===== config.mk =====
export PLATFORM = sky130hd
export DESIGN_NAME = pipe_hazard_ctrl
export DESIGN_NICKNAME = d
export VERILOG_FILES = /design/src/rtl/pipe_hazard_ctrl_pkg.sv /design/src/rtl/pipe_hazard_ctrl_prio.sv /design/src/rtl/pipe_hazard_ctrl.sv
export SDC_FILE = /design/constraint.sdc
export NUM_CORES = 1
export LEC_CHECK = 0
export CAP_MARGIN = 30
export CORE_ASPECT_RATIO = 0.5
export CORE_MARGIN = 1.5
export CORE_UTILIZATION = 25
export DETAILED_ROUTE_END_ITERATION = 8
export GPL_ROUTABILITY_DRIVEN = 0
export GPL_TIMING_DRIVEN = 0
export PLACE_DENSITY_LB_ADDON = 0.1
export SLEW_MARGIN = 40
export SYNTH_ARGS = -nofsm -noshare
export SYNTH_HDL_FRONTEND = slang
export SYNTH_SLANG_ARGS = --single-unit

===== constraint.sdc =====
create_clock -name i_clk -period 7.2 [get_ports i_clk]
set_clock_uncertainty 0.05 [all_clocks]
set_input_delay 1.08 -clock i_clk [delete_from_list [all_inputs] [get_ports i_clk]]
set_output_delay 1.08 -clock i_clk [all_outputs]
set_load 0.02 [all_outputs]

===== src/rtl/pipe_hazard_ctrl_pkg.sv =====
// Shared definitions for the pipeline hazard controller.
// Contents:
//   hz_state_e    FSM encoding (RUN, PEND, FROZEN)
//   STG_*         stage index constants, IF = 0 ... WB = 4
//   highest_idx   index of the highest set bit of a vector
//   thermo_mask   mask with bits 0..idx set
// The helpers work on MAX_W-bit vectors; callers size-cast the results.
// This limits STAGES to at most MAX_W.
package pipe_hazard_ctrl_pkg;

   typedef enum logic [1:0] {
      ST_RUN    = 2'd0,
      ST_PEND   = 2'd1,
      ST_FROZEN = 2'd2
   } hz_state_e;

   localparam int STG_IF  = 0;
   localparam int STG_ID  = 1;
   localparam int STG_EX  = 2;
   localparam int STG_MEM = 3;
   localparam int STG_WB  = 4;

   localparam int MAX_W     = 32;
   localparam int MAX_IDX_W = 5;

   function automatic logic [MAX_IDX_W-1:0] highest_idx(input logic [MAX_W-1:0] vec);
      logic [MAX_IDX_W-1:0] idx;
      idx = '0;
      for (int i = 0; i < MAX_W; i++) begin
         if (vec[i]) idx = MAX_IDX_W'(i);
      end
      return idx;
   endfunction

   function automatic logic [MAX_W-1:0] thermo_mask(input logic [MAX_IDX_W-1:0] idx);
      logic [MAX_W-1:0] m;
      m = '0;
      for (int i = 0; i < MAX_W; i++) begin
         m[i] = (i <= int'(idx));
      end
      return m;
   endfunction

endpackage


===== src/rtl/pipe_hazard_ctrl_prio.sv =====
// prio_thermo: priority encoder for the highest set bit, plus a thermometer mask.
// Ports:
//   i_vec    request vector, W bits
//   o_idx    index of the highest set bit; 0 when no bit is set
//   o_valid  at least one bit is set
//   o_mask   bits 0..o_idx set; all zeros when o_valid is low
module prio_thermo
   import pipe_hazard_ctrl_pkg::*;
#(
   parameter int W  = 5,
   parameter int IW = (W > 1) ? $clog2(W) : 1
) (
   input  logic [W-1:0]  i_vec,
   output logic [IW-1:0] o_idx,
   output logic          o_valid,
   output logic [W-1:0]  o_mask
);

   logic [MAX_IDX_W-1:0] w_idx_full;

   assign w_idx_full = highest_idx(MAX_W'(i_vec));
   assign o_idx      = IW'(w_idx_full);
   assign o_valid    = |i_vec;
   assign o_mask     = o_valid ? W'(thermo_mask(w_idx_full)) : '0;

endmodule


===== src/rtl/pipe_hazard_ctrl.sv =====
// pipe_hazard_ctrl: merges per-stage stall and flush requests into per-stage
// hold (stall) and bubble (flush) commands. It keeps a flush that is blocked
// by an older stall, or by a frozen pipe, until that flush can be applied.
// It also contains a stall watchdog and the stall/flush performance counters.
// Stage 0 is IF; stage STAGES-1 is the oldest stage (WB).
// Ports:
//   i_clk, i_rst        clock, synchronous active-high reset
//   i_rdy               chip ready; low freezes the pipe
//   i_stall_req         per-stage stall requests
//   i_flush_req         per-stage flush requests
//   i_flush_pc          redirect target of stage k in [k*PC_W +: PC_W]
//   o_stall_cmd         per-stage hold
//   o_flush_cmd         per-stage bubble load
//   o_redirect_valid/pc fetch redirect
//   o_wd_timeout        sticky flag for a runaway stall
//   o_stall_cnt         count of stalled ready cycles
//   o_flush_cnt         count of applied flushes
//
// state  | meaning
// RUN    | no pending flush
// PEND   | blocked flush held in the pending register
// FROZEN | rdy low; r_frz_pend records whether a flush is pending
module pipe_hazard_ctrl
   import pipe_hazard_ctrl_pkg::*;
#(
   parameter int STAGES   = 5,
   parameter int PC_W     = 32,
   parameter int WD_W     = 8,
   parameter int WD_LIMIT = 200,
   parameter int CNT_W    = 32
) (
   input  logic                   i_clk,
   input  logic                   i_rst,
   input  logic                   i_rdy,
   input  logic [STAGES-1:0]      i_stall_req,
   input  logic [STAGES-1:0]      i_flush_req,
   input  logic [STAGES*PC_W-1:0] i_flush_pc,
   output logic [STAGES-1:0]      o_stall_cmd,
   output logic [STAGES-1:0]      o_flush_cmd,
   output logic                   o_redirect_valid,
   output logic [PC_W-1:0]        o_redirect_pc,
   output logic                   o_wd_timeout,
   output logic [CNT_W-1:0]       o_stall_cnt,
   output logic [CNT_W-1:0]       o_flush_cnt
);

   localparam int IW = (STAGES > 1) ? $clog2(STAGES) : 1;

   hz_state_e         r_state;
   hz_state_e         w_state_nxt;
   logic              r_frz_pend;
   logic [IW-1:0]     r_pend_idx;
   logic [PC_W-1:0]   r_pend_pc;
   logic [WD_W-1:0]   r_wd_cnt;
   logic [WD_W-1:0]   w_wd_nxt;
   logic              r_wd_to;
   logic [CNT_W-1:0]  r_stall_cnt;
   logic [CNT_W-1:0]  r_flush_cnt;

   logic              w_stall_valid;
   logic [IW-1:0]     w_stall_idx;
   logic [STAGES-1:0] w_stall_mask;
   logic              w_freq_valid;
   logic [IW-1:0]     w_freq_idx;
   logic [STAGES-1:0] w_freq_mask;

   logic              w_pend_valid;
   logic [STAGES-1:0] w_pend_thermo;
   logic              w_new_wins;
   logic              w_cand_valid;
   logic [IW-1:0]     w_cand_idx;
   logic [PC_W-1:0]   w_cand_pc;
   logic [STAGES-1:0] w_cand_low;
   logic              w_apply;
   logic              w_pend_nxt;
   logic              w_stalled;

   prio_thermo #(.W(STAGES), .IW(IW)) u_stall_prio (
      .i_vec   (i_stall_req),
      .o_idx   (w_stall_idx),
      .o_valid (w_stall_valid),
      .o_mask  (w_stall_mask)
   );

   prio_thermo #(.W(STAGES), .IW(IW)) u_flush_prio (
      .i_vec   (i_flush_req),
      .o_idx   (w_freq_idx),
      .o_valid (w_freq_valid),
      .o_mask  (w_freq_mask)
   );

   assign w_pend_valid  = (r_state == ST_PEND) | ((r_state == ST_FROZEN) & r_frz_pend);
   assign w_pend_thermo = STAGES'(thermo_mask(MAX_IDX_W'(r_pend_idx)));

   // The new request wins when it has a mask bit above the pending index.
   // That happens only when its index is strictly older than the pending one.
   assign w_new_wins   = w_freq_valid & (~w_pend_valid | (|(w_freq_mask & ~w_pend_thermo)));
   assign w_cand_valid = w_freq_valid | w_pend_valid;
   assign w_cand_idx   = w_new_wins ? w_freq_idx : r_pend_idx;
   assign w_cand_pc    = w_new_wins ? i_flush_pc[int'(w_freq_idx)*PC_W +: PC_W] : r_pend_pc;
   assign w_cand_low   = STAGES'(thermo_mask(MAX_IDX_W'(w_cand_idx)) >> 1);

   assign w_apply    = ~i_rst & i_rdy & w_cand_valid
                     & ~(w_stall_valid & (w_stall_idx > w_cand_idx));
   assign w_pend_nxt = w_cand_valid & ~w_apply;

   always_comb begin
      o_stall_cmd      = '0;
      o_flush_cmd      = '0;
      o_redirect_valid = 1'b0;
      o_redirect_pc    = '0;
      if (i_rst) begin
         o_stall_cmd = '0;
      end else if (!i_rdy) begin
         o_stall_cmd = '1;
      end else begin
         o_stall_cmd = w_stall_mask;
         if (w_apply) begin
            // The younger stages are killed, so their stalls no longer matter.
            o_stall_cmd      = w_stall_mask & ~w_cand_low;
            o_flush_cmd      = w_cand_low;
            o_redirect_valid = 1'b1;
            o_redirect_pc    = w_cand_pc;
         end
      end
   end

   assign w_stalled = i_rdy & (|o_stall_cmd);

   always_comb begin
      w_wd_nxt = r_wd_cnt;
      if (i_rdy) begin
         if (!w_stalled)                     w_wd_nxt = '0;
         else if (r_wd_cnt < WD_W'(WD_LIMIT)) w_wd_nxt = r_wd_cnt + WD_W'(1);
      end
   end

   always_comb begin
      w_state_nxt = r_state;
      case (r_state)
         ST_RUN: begin
            if (!i_rdy)          w_state_nxt = ST_FROZEN;
            else if (w_pend_nxt) w_state_nxt = ST_PEND;
         end
         ST_PEND: begin
            if (!i_rdy)       w_state_nxt = ST_FROZEN;
            else if (w_apply) w_state_nxt = ST_RUN;
         end
         ST_FROZEN: begin
            if (i_rdy) w_state_nxt = w_pend_nxt ? ST_PEND : ST_RUN;
         end
         default: w_state_nxt = ST_RUN;
      endcase
   end

   always_ff @(posedge i_clk) begin
      if (i_rst) begin
         r_state    <= ST_RUN;
         r_frz_pend <= 1'b0;
      end else begin
         r_state    <= w_state_nxt;
         r_frz_pend <= w_pend_nxt;
      end
   end

   always_ff @(posedge i_clk) begin
      if (i_rst) begin
         r_pend_idx  <= '0;
         r_pend_pc   <= '0;
         r_wd_cnt    <= '0;
         r_wd_to     <= 1'b0;
         r_stall_cnt <= '0;
         r_flush_cnt <= '0;
      end else begin
         if (w_pend_nxt) begin
            r_pend_idx <= w_cand_idx;
            r_pend_pc  <= w_cand_pc;
         end
         if (w_apply)   r_flush_cnt <= r_flush_cnt + CNT_W'(1);
         if (w_stalled) r_stall_cnt <= r_stall_cnt + CNT_W'(1);
         r_wd_cnt <= w_wd_nxt;
         if (w_wd_nxt == WD_W'(WD_LIMIT)) r_wd_to <= 1'b1;
      end
   end

   assign o_wd_timeout = r_wd_to;
   assign o_stall_cnt  = r_stall_cnt;
   assign o_flush_cnt  = r_flush_cnt;

endmodule

==> impl_metrics.csv, run 1 <==
group,metric,value,unit
synthesis,area_fraction_of_the_dominant_cell_type_after_synthesis,32.8,%
finish,area_growth_syn_to_layout,52.1,%
setup_path,cp_max_fo,13,
synthesis,most_used_dff_post_synth,"dfxtp_1",
floorplanning,ioPinCount,281,
placed_design,placement.io_buffers,278,
setup_path,startpoint_class_of_the_critical_path,"primary input",
timing,slew-limit-headroom,45.7,%
route,detail_route.drc_violations,0,
floorplanning,die-area,28200,µm²
floorplanning,dieHeight,119,µm
worst_hold_path,worst_hold_path.endpoint,"o_wd_timeout$_SDFFE_PP0N_",
timing,worst-slew-pin-transition,815,ps
synthesis,synth_area_leaders,"dfxtp_1 (33%), nor2_1 (12%), mux2i_1 (9.2%), a21oi_1 (7.0%), xor2_1 (5.3%)",
global_routing,vias_in_the_first_global_route,7428,
floorplanning,start_util,25.5,%
synthesis,syn_nets,1098,
global_routing,grt_pass1_wl,39.6,mm
clock_tree,postCtsSetupBuffers,0,
finish,drive_above_1_share,2.80,%
synthesis,yosysWarningCount,0,
route,antenna_violating_nets_post_route,0,
pwr,power.combinational.fraction,27.1,%
timing,fmax,152,MHz
setup_path,worst_setup_path_end_kind,"output port",
pwr,power.share.clock,32.0,%
timing,period_minus_slack,6570,ps
route,drt_iter0_markers,371,
pwr,p_int,0.00114,W
route,wl_per_cell,16.2,µm
clock_tree,cts_resized,0,
synthesis,async_flop_share,0,%
pwr,total_switching_power,0.000517,W
timing,maxSlewViolCount,0,
clock_tree,clk-insertion-delay-late,360,ps
synthesis,leading_post_synthesis_cells_by_instance_count,"nor2_1 (214), dfxtp_1 (111), a21oi_1 (95), nand2_1 (67), mux2i_1 (62)",
pwr,sw_frac_of_total,31.2,%
clock_tree,cts-htree-levels,3,
synthesis,synthesized_instance_count,921,
timing,final_hold_viol_count,0,
clock_tree,clock_sink_count,111,
placed_design,post-dp-hpwl,20.2,mm
timing,setup_viol,0,
finish,postLayoutCellArea,10300,µm²
timing,min_period_over_period,91.3,%
route,num_vias,7519,
setup_path,worst_r2r_startpoint,"r_state[0]$_SDFFE_PP0P_",
synthesis,synth-seq-cells,111,
clock_tree,cts_max_path_buffers,2,
global_routing,antenna_found_initial,3,
placed_design,placement.cell_area,10000,µm²
finish,num-nets-final,1386,
setup_path,internal_reg_to_reg_setup_slack,2760,ps
setup_path,worst_ep_required_time,6070,ps
worst_hold_path,hold_start,"o_wd_timeout$_SDFFE_PP0N_",
global_routing,grt_util_all_layers,17.8,%
synthesis,yosys.cell_count.top_type,"nor2_1",
synthesis,synth_edf_count,0,
clock_tree,cts_inserted_buffers,9,
floorplanning,placement_rows,42,
setup_path,worstRegToRegCells,13,
pwr,worst_ir_drop_vdd,0.105,mV
clock_tree,cts_tree,"built",
setup_path,worstReg2RegEnd,"r_pend_pc[25]$_SDFFE_PP0P_",
outcome,outcome,"complete, no violations",
timing,setup_repair_after_global_routing_missed_its_margin,"no",
clock_tree,clk_pin_slew,80,ps
route,route.detailed.vias_per_inst,4.79,
clock_tree,clk_root_buffer_cell,"clkbuf_16",
pwr,p_leak,3.86,nW
pwr,power.density,161,nW/µm²
synthesis,synth.largest_area_cell,"dfxtp_1",
job,maxCapViolations,0,
route,drtPass1Iterations,5,
clock_tree,cts_hold_buf,0,
timing,finalSetupTns,0,ps
worst_hold_path,min_path_cells,1,
synthesis,syn-cell-area,6780,µm²
synthesis,seq_area_frac_synth,32.8,%
global_routing,grt_max_degree,20,
global_routing,grt_remaining_overflow,0,
setup_path,setup.worst_path.class,"in -> out",
setup_path,worst-endpoint-arrival,5440,ps
route,detail_route.wirelength,25.4,mm
floorplanning,design.core.area,26500,µm²
floorplanning,floorplan.die.width,236,µm
synthesis,yosys.cell_types.count,57,
pwr,sequentialPowerShare,40.9,%
worst_hold_path,holdCritPathClass,"reg -> reg",
synthesis,synth_area_per_cell,7.36,µm²
stage by stage:
step / std cells / hold WS [ps] / total power [W] / util, % / setup WS, ps
floorplan: 921 / 421 / 0.000936 / - / 1820
global placement: 1551 / 426 / 0.00114 / 37.7 / 256
detailed placement: 1551 / 423 / 0.00114 / 37.7 / 253
CTS: 1567 / 452 / 0.00169 / 38.8 / 235
global route: 1569 / 466 / 0.00176 / 38.8 / 299
finish: 1569 / 452 / 0.00166 / 38.8 / 630
how the worst max path moves through the flow:
| stage | cells after the start | endpoint | from | slack (ps) |
|---|---|---|---|---|
| 3_3_place_gp | 15 | o_redirect_pc[20] | i_flush_req[3] | 260 |
| 6_report | 14 | o_stall_cmd[0] | i_flush_req[3] | 630 |
| 2_1_floorplan | 13 | o_stall_cmd[4] | i_flush_req[4] | 1820 |
| 5_1_grt | 14 | o_stall_cmd[0] | i_flush_req[3] | 300 |
| 3_5_place_dp | 15 | o_redirect_pc[20] | i_flush_req[3] | 250 |
| 4_1_cts | 15 | o_redirect_pc[20] | i_flush_req[3] | 230 |
final cells by class:
| cell class | instances | area [µm²] |
|---|---|---|
| Fill cell | 2823 | 16200 |
| Buffer | 64 | 254 |
| Antenna cell | 3 | 7.51 |
| Sequential cell | 111 | 2220 |
| Clock inverter | 6 | 75.1 |
| Clock buffer | 10 | 229 |
| Inverter | 8 | 30.0 |
| Multi-Input combinational cell | 737 | 4270 |
| Tap cell | 352 | 440 |
| Timing Repair Buffer | 278 | 2780 |
power by group through the flow:
| stage | logic [W] | registers (W) | clock network, W |
|---|---|---|---|
| after floorplan | 0.000248 | 0.000688 | 0 |
| after global placement | 0.000448 | 0.000691 | 0 |
| after detailed placement | 0.000452 | 0.000691 | 0 |
| after CTS | 0.000453 | 0.000677 | 0.000556 |
| after global routing | 0.000497 | 0.000683 | 0.000575 |
| final | 0.000449 | 0.000678 | 0.000531 |
sequential cells by signal, indices dropped and copies added, names as in the netlist:
signal / cells
o_flush_cnt: 32
o_stall_cnt: 32
r_pend_pc: 32
r_wd_cnt: 8
r_pend_idx: 3
r_state: 2
o_wd_timeout: 1
r_frz_pend: 1
worst max-delay path, cell delays in order:
cell             delay [ps]
clkdlybuf4s50_1         450
or2_1                   290
a222oi_1                430
a21oi_1                 130
o22ai_1                 320
inv_1                   110
ha_1                    310
or4_1                   520
o311ai_1                120
o21ai_2                 200
nand2_2                 300
a211o_2                 290
buf_2                   250
clkdlybuf4s50_1         640
cell usage in the layout, fill, tap and decap left out, types with 5 or more instances in the layout:
master / netlist / routed
o21ai_1: 7 / 7
o2111ai_1: 10 / 10
or3_1: 13 / 13
and4_1: 6 / 6
nand3_1: 22 / 22
and3_1: 13 / 13
nor2_1: 214 / 214
xor2_1: 41 / 41
o211ai_1: 11 / 11
nand4_1: 11 / 11
nor3_1: 8 / 8
and2_1: 13 / 13
buf_1: 8 / 8
dfxtp_1: 111 / 111
xnor2_1: 9 / 9
mux2i_1: 62 / 62
a211oi_1: 34 / 34
clkdlybuf4s50_1: 0 / 278
inv_1: 7 / 7
clkbuf_1: 50 / 50
nor2b_1: 9 / 9
o21ai_0: 41 / 41
buf_2: 5 / 5
nand2_1: 67 / 67
clkbuf_16: 0 / 9
a21oi_1: 95 / 95
layer usage:
| metal | up-vias | global-route usage (%) | part of all wire, % |
|---|---|---|---|
| li1 | 3802 | - | - |
| met1 | 3534 | 22.5 | 46 |
| met2 | 160 | 30.1 | 48 |
| met3 | 23 | 4.24 | 4.4 |
| met4 | 0 | 5.12 | 1.5 |
| met5 | - | 0 | 0 |
kinds of logic after synthesis:
kind of cell	count (synthesis)	synth area share [%]
xor gates and xnor gates	50	6.46
AOI/OAI and AO/OA	228	20.8
adders and majority gates	4	0.738
buffers and inverters	73	4.25
muxes	62	9.16
DFF	111	32.8
and+or+nand+nor	393	25.8
(Power assumes the default switching activity.)
==> run 2, diff against run 1 <==
- ABC_CLOCK_PERIOD_IN_PS: unset -> 7200
- CORE_MARGIN: 1.5 -> 2
- CTS_BUF_LIST: unset -> sky130_fd_sc_hd__clkbuf_8
==> run 2 against run 1 <==
  * Cell count unchanged
  * Fmax increased by 0.69%
  * Routed wire length rose by 0.67%
  * Clock power shrank 28%
  * Total power fell by 9.0%
  * Combinational power is essentially flat
  * Non-clock buffer count is the same
  * Via count up 0.37%
  * Sequential share of layout area increased by 0.25 points
  * Critical endpoint unchanged
==> impl_metrics.csv, run 2 (synthesized netlist as in run 1, its figures left out) <==
group,metric,value,unit
outcome,outcome,"complete, no violations",
route,wl_per_cell,16.3,µm
global_routing,grt_remaining_overflow,0,
clock_tree,cts_inserted_buffers,9,
global_routing,grt_max_degree,20,
route,drtPass1Iterations,4,
floorplanning,start_util,25.5,%
route,detail_route.drc_violations,0,
finish,drive_above_1_share,2.88,%
pwr,worst_ir_drop_vdd,0.0798,mV
placed_design,post-dp-hpwl,20.2,mm
finish,final-instance-count-excl-fill,1569,
timing,slew-limit-headroom,45.3,%
clock_tree,cts_resized,0,
clock_tree,cts-htree-levels,3,
finish,regArea,2220,µm²
clock_tree,cts_max_path_buffers,2,
global_routing,grt_pass1_wl,40.1,mm
global_routing,vias_in_the_first_global_route,7315,
worst_hold_path,holdCritPathClass,"reg -> reg",
clock_tree,postCtsSetupBuffers,0,
global_routing,grt_util_all_layers,17.7,%
finish,area_growth_syn_to_layout,50.4,%
job,maxCapViolations,0,
setup_path,worst-endpoint-arrival,5390,ps
setup_path,startpoint_class_of_the_critical_path,"primary input",
finish,layout_common_cells,"clkdlybuf4s50_1 (278), nor2_1 (214), dfxtp_1 (111), a21oi_1 (95), nand2_1 (67)",
timing,setup_repair_after_global_routing_missed_its_margin,"no",
floorplanning,placement_rows,42,
global_routing,antenna_found_initial,3,
timing,final_hold_viol_count,0,
clock_tree,clk-insertion-delay-late,400,ps
finish,mostFrequentLayoutCell,"clkdlybuf4s50_1",
clock_tree,clk_root_buffer_cell,"clkbuf_8",
setup_path,cp_max_fo,13,
setup_path,setup.worst_path.class,"in -> out",
route,route.detailed.vias_per_inst,4.81,
timing,setup_viol,0,
route,detail_route.wirelength,25.6,mm
timing,maxSlewViolCount,0,
timing,finalSetupTns,0,ps
floorplanning,dieHeight,120,µm
finish,nFillCells,2796,
floorplanning,floorplan.die.width,237,µm
route,num_vias,7547,
route,drt_iter0_markers,316,
timing,fmax,153,MHz
clock_tree,cts_tree,"built",
floorplanning,ioPinCount,281,
clock_tree,cts_hold_buf,0,
route,antenna_violating_nets_post_route,0,
placed_design,placement.io_buffers,278,
setup_path,worst_ep_required_time,6070,ps
floorplanning,die-area,28500,µm²
setup_path,worst_setup_path_end_kind,"output port",
timing,worst-slew-pin-transition,820,ps
timing,min_period_over_period,90.6,%
pwr,p_leak,3.81,nW
finish,num-nets-final,1386,
clock_tree,clk_pin_slew,110,ps
timing,period_minus_slack,6520,ps
pwr,power.density,148,nW/µm²
clock_tree,clock_sink_count,111,
floorplanning,design.core.area,26500,µm²
placed_design,placedCellCount,1551,
finish,multi_input_area,4270,µm²
## run 2: worst max-delay path, stage by stage
cell             delay (ps)
clkdlybuf4s50_1         450
or2_1                   280
a222oi_1                420
a21oi_1                 130
o22ai_1                 290
inv_1                   110
ha_1                    310
or4_1                   510
o311ai_1                120
o21ai_2                 200
nand2_2                 290
a211o_2                 280
buf_2                   250
clkdlybuf4s50_1         640
## run 2: metrics by stage
stage	worst slack [ps]	utilization, %	area, µm²	hold WS [ps]	power [W]
final	675	38.4	10200	451	0.00151
after global routing	318	38.4	10200	476	0.00161
after CTS	296	38.4	10200	458	0.00154
after detailed placement	292	37.7	10000	419	0.00114
after global placement	293	37.7	10000	428	0.00114
after floorplan	1820	-	6780	421	0.000936
## run 2: power breakdown
group	internal (W)	switching, W
clock	0.000141	0.000240
combinational	0.000213	0.000237
sequential	0.000651	0.0000265
total	0.00101	0.000503
## run 2: final timing paths
path	startpoint	endpoint	slack (ps)	cells after the start
setup / recovery	i_flush_req[3]	o_stall_cmd[0]	680	14
hold reg to reg	o_flush_cnt[1]$_SDFFE_PP0N_	o_flush_cnt[1]$_SDFFE_PP0N_	450	2
setup reg to reg	r_state[0]$_SDFFE_PP0P_	r_pend_pc[26]$_SDFFE_PP0P_	2800	13
hold / removal	o_flush_cnt[1]$_SDFFE_PP0N_	o_flush_cnt[1]$_SDFFE_PP0N_	450	2
## run 2: final cells by class
| cell class | count | area share, % |
|---|---|---|
| repair buffers | 278 | 27.3 |
| clock buffers | 10 | 1.35 |
| inverters | 8 | 0.295 |
| diodes | 3 | 0.0737 |
| flip-flops and latches | 111 | 21.8 |
| clock inverters | 6 | 0.491 |
| well taps | 352 | 4.32 |
| multi-input cells | 737 | 41.9 |
| plain buffers | 64 | 2.49 |
## run 2: routing by layer
| metal | up-vias | wire length [µm] | share of wire (%) | GRT usage, % |
|---|---|---|---|---|
| met5 | - | 0 | 0 | 0 |
| met4 | 0 | 518 | 2.0 | 5.34 |
| met3 | 29 | 1280 | 5.0 | 4.11 |
| met2 | 173 | 12100 | 47 | 30.1 |
| met1 | 3537 | 11700 | 46 | 22.5 |
| li1 | 3808 | - | - | - |
